File: src/rtl/present_pkg.sv
// PRESENT S-box tables and shared types for the sequential substitution layer.
package present_pkg;

   typedef logic [63:0] state_t;
   typedef logic [3:0]  nibble_t;

   typedef enum logic [1:0] {
      IDLE = 2'd0,
      BUSY = 2'd1,
      DONE = 2'd2
   } sbl_state_e;

   // Forward S-box; entry x sits at index x (listed from index 15 down to 0).
   localparam logic [15:0][3:0] SBOX = {
      4'h2, 4'h1, 4'h7, 4'h4, 4'h8, 4'hF, 4'hE, 4'h3,
      4'hD, 4'hA, 4'h0, 4'h9, 4'hB, 4'h6, 4'h5, 4'hC
   };

   // Inverse S-box; entry y sits at index y (listed from index 15 down to 0).
   localparam logic [15:0][3:0] SBOX_INV = {
      4'hA, 4'h9, 4'h7, 4'h0, 4'h3, 4'h6, 4'h4, 4'hB,
      4'hD, 4'h2, 4'h1, 4'hC, 4'h8, 4'hF, 4'hE, 4'h5
   };

endpackage

File: src/rtl/sbox_dual.sv
// One-nibble PRESENT S-box lookup. Inverse path present only when
// SBOX_LAYER_INV_EN is defined; otherwise inv_i is ignored.
module sbox_dual
   import present_pkg::*;
(
   input  nibble_t data_i,
   input  logic    inv_i,
   output nibble_t data_o
);

`ifdef SBOX_LAYER_INV_EN
   // Mode-selected forward or inverse lookup.
   assign data_o = inv_i ? SBOX_INV[data_i] : SBOX[data_i];
`else
   logic unused_inv;
   assign unused_inv = inv_i;

   // Forward-only lookup.
   assign data_o = SBOX[data_i];
`endif

endmodule

File: src/rtl/sbox_layer_seq.sv
// Time-multiplexed PRESENT substitution layer: LANES S-boxes substitute the
// low nibbles of a 64-bit rotating register over 16/LANES cycles.
// Valid/ready on both sides. Optional inverse mode via SBOX_LAYER_INV_EN.
module sbox_layer_seq
   import present_pkg::*;
#(
   parameter int unsigned LANES = 4
)
(
   input  logic        clk_i,
   input  logic        rst_i,
   input  logic        in_valid_i,
   output logic        in_ready_o,
   input  logic        inv_i,
   input  logic [63:0] data_i,
   output logic        out_valid_o,
   input  logic        out_ready_i,
   output logic [63:0] data_o
);

   localparam int unsigned STEPS = 16 / LANES;
   localparam int unsigned CNT_W = (STEPS > 1) ? $clog2(STEPS) : 1;
   localparam int unsigned W     = LANES * 4;

   if (LANES != 1 && LANES != 2 && LANES != 4 && LANES != 8 && LANES != 16) begin : g_bad_lanes
      $error("sbox_layer_seq: LANES must be 1, 2, 4, 8 or 16");
   end

   sbl_state_e       state_q, state_d;
   state_t           r_q, r_d, rot_next;
   logic [CNT_W-1:0] cnt_q, cnt_d;
   logic [W-1:0]     sb_out;
   logic             mode_q;
   logic             accept;

`ifdef SBOX_LAYER_INV_EN
   logic mode_d;
`else
   logic unused_inv;
   assign unused_inv = inv_i;
   assign mode_q     = 1'b0;
`endif

   // Parallel S-boxes over the low W bits of the state register.
   for (genvar i = 0; i < LANES; i++) begin : g_lane
      sbox_dual u_sbox (
         .data_i (r_q[4*i +: 4]),
         .inv_i  (mode_q),
         .data_o (sb_out[4*i +: 4])
      );
   end

   // Substituted nibbles enter at the top so order is restored after STEPS rotations.
   if (W == 64) begin : g_rot_full
      assign rot_next = sb_out;
   end else begin : g_rot_part
      assign rot_next = {sb_out, r_q[63:W]};
   end

   assign in_ready_o  = (state_q == IDLE) | ((state_q == DONE) & out_ready_i);
   assign accept      = in_valid_i & in_ready_o;
   assign out_valid_o = (state_q == DONE);
   assign data_o      = r_q;

   // Next-state, datapath and counter control.
   always_comb begin
      state_d = state_q;
      r_d     = r_q;
      cnt_d   = cnt_q;
`ifdef SBOX_LAYER_INV_EN
      mode_d  = mode_q;
`endif
      unique case (state_q)
         IDLE, DONE: begin
            if (accept) begin
               state_d = BUSY;
               r_d     = data_i;
               cnt_d   = '0;
`ifdef SBOX_LAYER_INV_EN
               mode_d  = inv_i;
`endif
            end else if ((state_q == DONE) && out_ready_i) begin
               state_d = IDLE;
            end
         end
         BUSY: begin
            r_d   = rot_next;
            cnt_d = cnt_q + CNT_W'(1);
            if (cnt_q == CNT_W'(STEPS - 1)) begin
               state_d = DONE;
            end
         end
         default: state_d = IDLE;
      endcase
   end

   // State, data and counter registers with synchronous reset.
   always_ff @(posedge clk_i) begin
      if (rst_i) begin
         state_q <= IDLE;
         r_q     <= '0;
         cnt_q   <= '0;
      end else begin
         state_q <= state_d;
         r_q     <= r_d;
         cnt_q   <= cnt_d;
      end
   end

`ifdef SBOX_LAYER_INV_EN
   // Per-block direction latched at accept.
   always_ff @(posedge clk_i) begin
      if (rst_i) begin
         mode_q <= 1'b0;
      end else begin
         mode_q <= mode_d;
      end
   end
`endif

endmodule

File: config.mk
export PLATFORM = sky130hd
export DESIGN_NAME = sbox_layer_seq
export DESIGN_NICKNAME = d
export VERILOG_FILES = /design/src/rtl/present_pkg.sv /design/src/rtl/sbox_dual.sv /design/src/rtl/sbox_layer_seq.sv
export SDC_FILE = /design/constraint.sdc
export NUM_CORES = 1
export LEC_CHECK = 0
export ABC_AREA = 1
export CORE_AREA = 2 2 138 140
export DETAILED_ROUTE_END_ITERATION = 8
export DIE_AREA = 0 0 140 142
export DONT_BUFFER_PORTS = 1
export GPL_ROUTABILITY_DRIVEN = 0
export HOLD_SLACK_MARGIN = 0.02
export PLACE_DENSITY = 0.37
export SYNTH_ARGS = -nofsm -noshare
export SYNTH_HDL_FRONTEND = slang
export SYNTH_SLANG_ARGS = --single-unit
File: constraint.sdc
create_clock -name clk_i -period 4.5 [get_ports clk_i]
set_clock_uncertainty 0.1 [all_clocks]
set_input_delay 0.9 -clock clk_i [delete_from_list [all_inputs] [get_ports clk_i]]
set_output_delay 0.9 -clock clk_i [all_outputs]
set_load 0.02 [all_outputs]
==> summary.md, run 1 <==
| Metric | Value |
|---|---|
| Status | `finished, violations left` |
| Failing checks | `design-rule violations` |
| Antenna Nets Post-Route | `0` |
| Period Utilization, post-route | `0.6536` |
| Power per Cell Area | `between 400 and 500 mW/mm2` |
| Critical-path cell list | `nand2_4, nand2_4, buf_4, nand2_1, nand2_1, nand3_1, nand3_1, nand2_1` |
| Non-filler cells in the finished layout | `just under 900` |
| Initial Util | `0.2435` |
| Min cycle time layout | `approximately 3 ns` |
| Post-cts resize count | `0` |
| Most Crowded Layer GR | `met2` |
| Crit end category | `flop` |
| H-tree Lvls | `3` |
| Port Buffers | `0` |
| Die Y | `142 um` |
| Fin. max-slew vios | `0` |
| Worst Path Max Fanout | `54` |
| Setup_tns | `0 ns` |
| Yosys cell types | `20` |
| Worst-skew pair later-pin latency | `~0.35 ns` |
| Arr. time, crit path | `a little over 3 ns` |
| Antenna Cells | `0` |
| Clock Sinks | `84` |
| Die X | `around 140 um` |
| Worst setup path class | `flop to flop` |
| Share of cells above drive strength 1 | `0.06144` |
| Critical Path Start Type | `flop` |
| Synthesized area | `between 0.004 and 0.005 mm2` |
| Hold crit path type | `flop to flop` |
| Syn nets | `759` |
| Delay-heaviest family, CP | `simple AND/OR/NAND/NOR gates` |
| # hold bufs at CTS | `0` |
| First-pass GRT wire length | `22.63 mm` |
| WP buf/inv | `1` |
| Finished Core Util | `0.2675` |
| Placed Cells | `just under 900` |
| Worst ir drop on vdd | `about 0.00015 V` |
| Slew @ Worst Pin | `approximately 0.66 ns` |
| Achievable Freq | `0.3400 GHz` |
| Core area | `between 0.015 and 0.02 mm2` |
| LEAKAGE | `roughly 2.4 nW` |
| DR iter-0 viols | `slightly below 300` |
| Syn. warnings | `0` |
| Post-CTS Setup Bufs | `0` |
| Slew headroom | `0.5601` |
| Met2 Use GR | `0.2077` |
| Total Nets Final | `roughly 740` |
| Yosys reg bits | `84` |
| Required @ worst endpoint | `roughly 4.6 ns` |
| Total track usage | `0.1479` |
| Clock-pin slew on the worst setup and hold paths | `approximately 0.070 ns` |
| Area growth, synth to finish | `9.858%` |
| Met1 Use GR | `0.2068` |
| Via density | `between 4 and 5` |
| CTS tree | `done` |
| Syn avg cell area | `about 6.7 um2` |
| Drt total wl | `roughly 15 mm` |
| Initial antenna violation count | `0` |
| Global Route met3 Usage | `0.05316` |
| Register area share after synthesis | `0.3743` |
| Num CTS Buffers | `9` |
| RSZ-0062 raised after global routing | `no` |
| Clock buffer depth | `2` |
| Total grt overflow | `0` |
| Max-Cap Viols | `0` |
| I/O pin count | `~140` |
| Full die area | `slightly below 0.02 mm2` |
| Vias in the first global route | `3,974` |
| Remaining DRCs | `13` |
| Vias | `between 4,000 and 5,000` |
| Site row count | `50` |
| Final Hold Viols | `0` |
| Fin Hold WS | `approximately 0.37 ns` |
| # setup viols final | `0` |
| DRT Pass-1 Iters | `9` |
| Syn Inst Count | `between 600 and 700` |
| Slowest CP cell | `dfxtp_1` |
| Root Driver | `clkbuf_16` |
| Critical Path Max Stage Delay | `roughly 0.64 ns` |
| Pin count of the biggest net entering global routing | `55` |
| Post-detail-place hpwl | `around 11 mm` |
| WL per Instance | `roughly 17 um` |
| Most numerous cell on the critical path | `nand2_1` |
placed cells by master, fill, tap and decap left out, types with 3 or more instances in the layout:
cell type  synthesis  routed
clkbuf_16          0       9
a21oi_1            5       5
inv_1             70      69
nor2_4             2       3
nand3_2            6       6
nand2_1          245     245
nand3_1           74      74
a31oi_1           48      48
buf_4              3       7
nand3b_1           5       5
ha_1              21      21
o21ai_0           51      51
nor2_1             8       7
dfxtp_1           84      84
inv_2              4       5
logic make-up after synthesis:
group                      Yosys count  synth area share
buffers and inverters              115            0.1089
and+or+nand+nor                    343            0.3269
AOI/OAI and AO/OA                  106            0.1314
adders and majority gates           21           0.05848
DFF                                 84            0.3743
metrics by stage:
stage	worst slack, ns	power (W)	instance area [um2]
3_3_place_gp	1.462	0.001450	4634
4_1_cts	1.510	0.002231	4936
6_report	1.559	0.002201	4936
5_1_grt	1.186	0.002338	4936
2_1_floorplan	2.090	0.001330	4493
3_5_place_dp	1.435	0.001456	4634
tightest hold or removal path, delay by kind of cell (launching register included):
family             cells  cell delay (ns)
AOI/OAI and AO/OA      1             0.07
DFF                    1             0.30
and+or+nand+nor        1             0.06
power breakdown:
part           total (W)  switching, W  internal [W]
clock network   0.000768      0.000335      0.000433
logic           0.000419      0.000287      0.000132
registers        0.00101      0.000168      0.000847
total            0.00220      0.000790       0.00141
registers in the layout (all words and copies together), names as in the netlist:
signal	flops
cnt_q	2
data_o	64
g_lane.u_sbox.data_o	16
state_q	2
path summary, 6_finish.rpt:
kind                                                  from                         end  slack [ns]  cells after the start
worst min-delay path            g_lane[1].u_sbox.data_o[1]                  data_o[53]        0.37                      2
worst max-delay path                            state_q[0]  g_lane[1].u_sbox.data_o[0]        1.56                      8
worst min register to register  g_lane[1].u_sbox.data_o[1]                  data_o[53]        0.37                      2
worst max register to register                  state_q[0]  g_lane[1].u_sbox.data_o[0]        1.56                      8
Yosys cell counts, drive strengths merged:
cell | number | area share
inv | 74 | 0.062
buf | 30 | 0.038
nand3b | 5 | 0.0084
nor2 | 10 | 0.012
clkbuf | 11 | 0.0092
o21ai | 53 | 0.059
a21oi | 5 | 0.0056
dfxtp | 84 | 0.37
or2 | 1 | 0.0014
a31oi | 48 | 0.067
ha | 21 | 0.058
nand3 | 80 | 0.096
nand2 | 247 | 0.21
per-layer routing:
metal	wire length, um	vias to the layer above	part of all wire
li1	-	2118	-
met1	7323	1940	0.50
met2	5876	143	0.40
met3	1298	18	0.088
met4	270	0	0.018
met5	0	-	0
area by class of cell:
cell class | instances | area, um2
Fill cell | 2076 | 13520
Multi-Input combinational cell | 470 | 2330
Sequential cell | 84 | 1682
Tap cell | 234 | 292.8
Inverter | 74 | 277.8
Clock buffer | 9 | 225.2
Clock inverter | 7 | 76.32
Timing Repair Buffer | 7 | 52.55
Note: power is estimated with default switching activity, not from simulation.
==> run 2: changes to the inputs <==
==> constraint.sdc (replaced) <==
create_clock -name clk_i -period 2.9 [get_ports clk_i]
set_clock_uncertainty 0.1 [all_clocks]
set_input_delay 0.58 -clock clk_i [delete_from_list [all_inputs] [get_ports clk_i]]
set_output_delay 0.58 -clock clk_i [all_outputs]
set_load 0.02 [all_outputs]
==> run 2 against run 1 <==
Against the previous run: the run still ends with design-rule violations left; clock power is 45% higher; core utilization grew 0.24 points; fmax increased by 19%; clock-buffer cell count rose by 4; worst setup slack worse by 1.1 ns; total power up 52%; flip-flop and latch count did not move; via count decreased by 0.14%; combinational power rose by 59%; critical endpoint is now g_lane[3].u_sbox.data_o[0]; highest routed layer unchanged.
==> summary.md, run 2 (same netlist as run 1, synthesis figures left out) <==
| Metric | Value |
|---|---|
| Status | `finished, violations left (unchanged)` |
| Failing checks | `design-rule violations (unchanged)` |
| Uppermost layer routed | `met4 (unchanged)` |
| Critical-path cell list | `inv_2, nand2_4, buf_4, nand2_1, nand2_1, nand2_1, nand3_1, inv_1, ha_1, inv_1, nand3_1, nand2_1, nand2_1, nand2_1 (was nand2_4, nand2_4, buf_4, nand2_1, nand2_1, nand3_1, nand3_1, nand2_1)` |
| Worst ir drop on vdd | `0.0002569 V (was 0.0001519 V)` |
| Post-cts resize count | `0 (unchanged)` |
| Total grt overflow | `0 (unchanged)` |
| Slew @ Worst Pin | `0.5270 ns (was 0.6588 ns)` |
| Period Utilization, post-route | `0.8538 (was 0.6536)` |
| H-tree Lvls | `3 (unchanged)` |
| Antenna Nets Post-Route | `0 (unchanged)` |
| Remaining DRCs | `13 (unchanged)` |
| Total Nets Final | `745 (was 736)` |
| DR WL met2 | `6.019 mm (was 5.876 mm)` |
| Crit end category | `flop (unchanged)` |
| Critical Path Start Type | `flop (unchanged)` |
| Total track usage | `0.1504 (was 0.1479)` |
| # setup viols final | `0 (unchanged)` |
| Die X | `140 um (unchanged)` |
| Fin. max-slew vios | `0 (unchanged)` |
| Setup_tns | `0 ns (unchanged)` |
| M1 WL | `7.412 mm (was 7.323 mm)` |
| Clock buffer depth | `2 (unchanged)` |
| Worst Path Max Fanout | `23 (was 54)` |
| Full die area | `0.01988 mm2 (unchanged)` |
| Root Driver | `clkbuf_16 (unchanged)` |
| I/O pin count | `135 (unchanged)` |
| Clock-pin slew on the worst setup and hold paths | `0.06 ns (was 0.07 ns)` |
| CTS tree | `done (unchanged)` |
| Core area | `0.01846 mm2 (unchanged)` |
| Met3 wire len | `1.142 mm (was 1.298 mm)` |
| Max reg flops | `64 (unchanged)` |
| Initial Util | `0.2435 (unchanged)` |
| Most frequent cells in the layout | `nand2_1, dfxtp_1, nand3_1 (unchanged)` |
| Post-CTS Setup Bufs | `0 (unchanged)` |
| Required @ worst endpoint | `3.03 ns (was 4.64 ns)` |
| Num CTS Buffers | `9 (unchanged)` |
| Pin count of the biggest net entering global routing | `46 (was 55)` |
| Slowest CP cell | `dfxtp_1 (unchanged)` |
| Hold crit path type | `input pin to flop (was flop to flop)` |
| Slew headroom | `0.6482 (was 0.5601)` |
| DR iter-0 viols | `337 (was 294)` |
| # hold bufs at CTS | `0 (unchanged)` |
| Most numerous cell on the critical path | `nand2_1 (unchanged)` |
| Via density | `4.723 (was 4.767)` |
| Worst setup path class | `flop to flop (unchanged)` |
| LEAKAGE | `2.441 nW (was 2.406 nW)` |
| Max-Cap Viols | `0 (unchanged)` |
| Vias | `4,213 (was 4,219)` |
| Clock Sinks | `84 (unchanged)` |
| First-pass GRT wire length | `23.05 mm (was 22.63 mm)` |
| Vias in the first global route | `3,997 (was 3,974)` |
| Power per Cell Area | `671.5 mW/mm2 (was 446.0 mW/mm2)` |
| Min cycle time layout | `2.476 ns (was 2.941 ns)` |
| Critical Path Max Stage Delay | `0.43 ns (was 0.64 ns)` |
| Port Buffers | `0 (unchanged)` |
| Share of cells above drive strength 1 | `0.06991 (was 0.06144)` |
| Area growth, synth to finish | `10.83% (was 9.858%)` |
| Finished Core Util | `0.2698 (was 0.2675)` |
| WL per Instance | `16.57 um (was 16.69 um)` |
| Drt total wl | `14.78 mm (was 14.77 mm)` |
| Antenna Cells | `0 (unchanged)` |
| Arr. time, crit path | `2.60 ns (was 3.08 ns)` |
| Die Y | `142 um (unchanged)` |
| Final Hold Viols | `0 (unchanged)` |
| Post-detail-place hpwl | `11.17 mm (was 10.90 mm)` |
| RSZ-0062 raised after global routing | `no (unchanged)` |
| Initial antenna violation count | `0 (unchanged)` |
| Worst-skew pair later-pin latency | `0.34 ns (was 0.35 ns)` |
| Site row count | `50 (unchanged)` |
| Achievable Freq | `0.4039 GHz (was 0.3400 GHz)` |
| DRT Pass-1 Iters | `7 (was 9)` |
| Most common cell after layout, fill and taps aside | `nand2_1 (unchanged)` |
==> run 2: changes by cell type in the layout (fill, tap and decap cells not counted) <==
cell	previous run	this run
clkinv_4	2	0
clkinv_2	1	0
clkbuf_8	0	3
bufinv_16	1	0
inv_6	1	0
clkbuf_1	0	1
buf_4	7	16
clkinvlp_4	2	1
==> run 2: where the power goes <==
part	internal, W	leakage [nW]	switching [W]
combinational	0.000217	1.61	0.000450
sequential	0.00131	0.699	0.000252
clock	0.000642	0.134	0.000467
total	0.00217	2.44	0.00117
==> run 2: layout make-up <==
type | count | area [um2]
well taps | 234 | 292.8
flip-flops and latches | 84 | 1682
clock inverters | 1 | 7.507
fillers | 2069 | 13480
multi-input cells | 470 | 2330
repair buffers | 16 | 120.1
inverters | 74 | 277.8
clock buffers | 13 | 270.3
==> run 2: worst max-delay path: cells and delay by family, from the launching register on <==
kind / cells / cell delay (ns)
flops: 1 / 0.43
buf+inv: 4 / 0.58
fa+ha+maj: 1 / 0.31
simple gates: 9 / 0.93
==> run 2: worst paths after layout <==
| path | start | end | slack, ns | cells past startpoint |
|---|---|---|---|---|
| setup reg to reg | state_q[1] | g_lane[3].u_sbox.data_o[0] | 0.42 | 14 |
| hold reg to reg | cnt_q[1] | cnt_q[1] | 0.37 | 2 |
| setup / recovery | state_q[1] | g_lane[3].u_sbox.data_o[0] | 0.42 | 14 |
| hold / removal | rst_i | state_q[0] | 0.20 | 1 |
==> run 2: metal layers <==
layer  global-route usage  up-vias
li1                     -     2136
met1               0.2163     1937
met2               0.2105      126
met3              0.05316       14
met4              0.04306        0
met5                    0        -
==> run 2: metrics by stage <==
step	power (W)	cells	hold slack (ns)	cell area, um2	setup slack (ns)
2_1_floorplan	0.002063	669	0.3327	4493	0.8100
3_3_place_gp	0.002265	878	0.3468	4702	0.4524
3_5_place_dp	0.002274	878	0.3567	4702	0.3768
4_1_cts	0.003401	892	0.1757	4980	0.3704
5_1_grt	0.003572	892	0.1787	4980	0.1658
6_report	0.003344	892	0.1985	4980	0.4240
==> run 3: changes to the inputs <==
--- a/config.mk
+++ b/config.mk
@@ -6,12 +6,13 @@
 export NUM_CORES = 1
 export LEC_CHECK = 0
 export ABC_AREA = 1
+export CAP_MARGIN = 20
 export CORE_AREA = 2 2 138 140
 export DETAILED_ROUTE_END_ITERATION = 8
 export DIE_AREA = 0 0 140 142
 export DONT_BUFFER_PORTS = 1
 export GPL_ROUTABILITY_DRIVEN = 0
-export HOLD_SLACK_MARGIN = 0.02
+export HOLD_SLACK_MARGIN = 0.15
 export PLACE_DENSITY = 0.37
 export SYNTH_ARGS = -nofsm -noshare
 export SYNTH_HDL_FRONTEND = slang
==> results of run 3 <==
The final DEF is identical to that of run 2; final timing and power are the same.
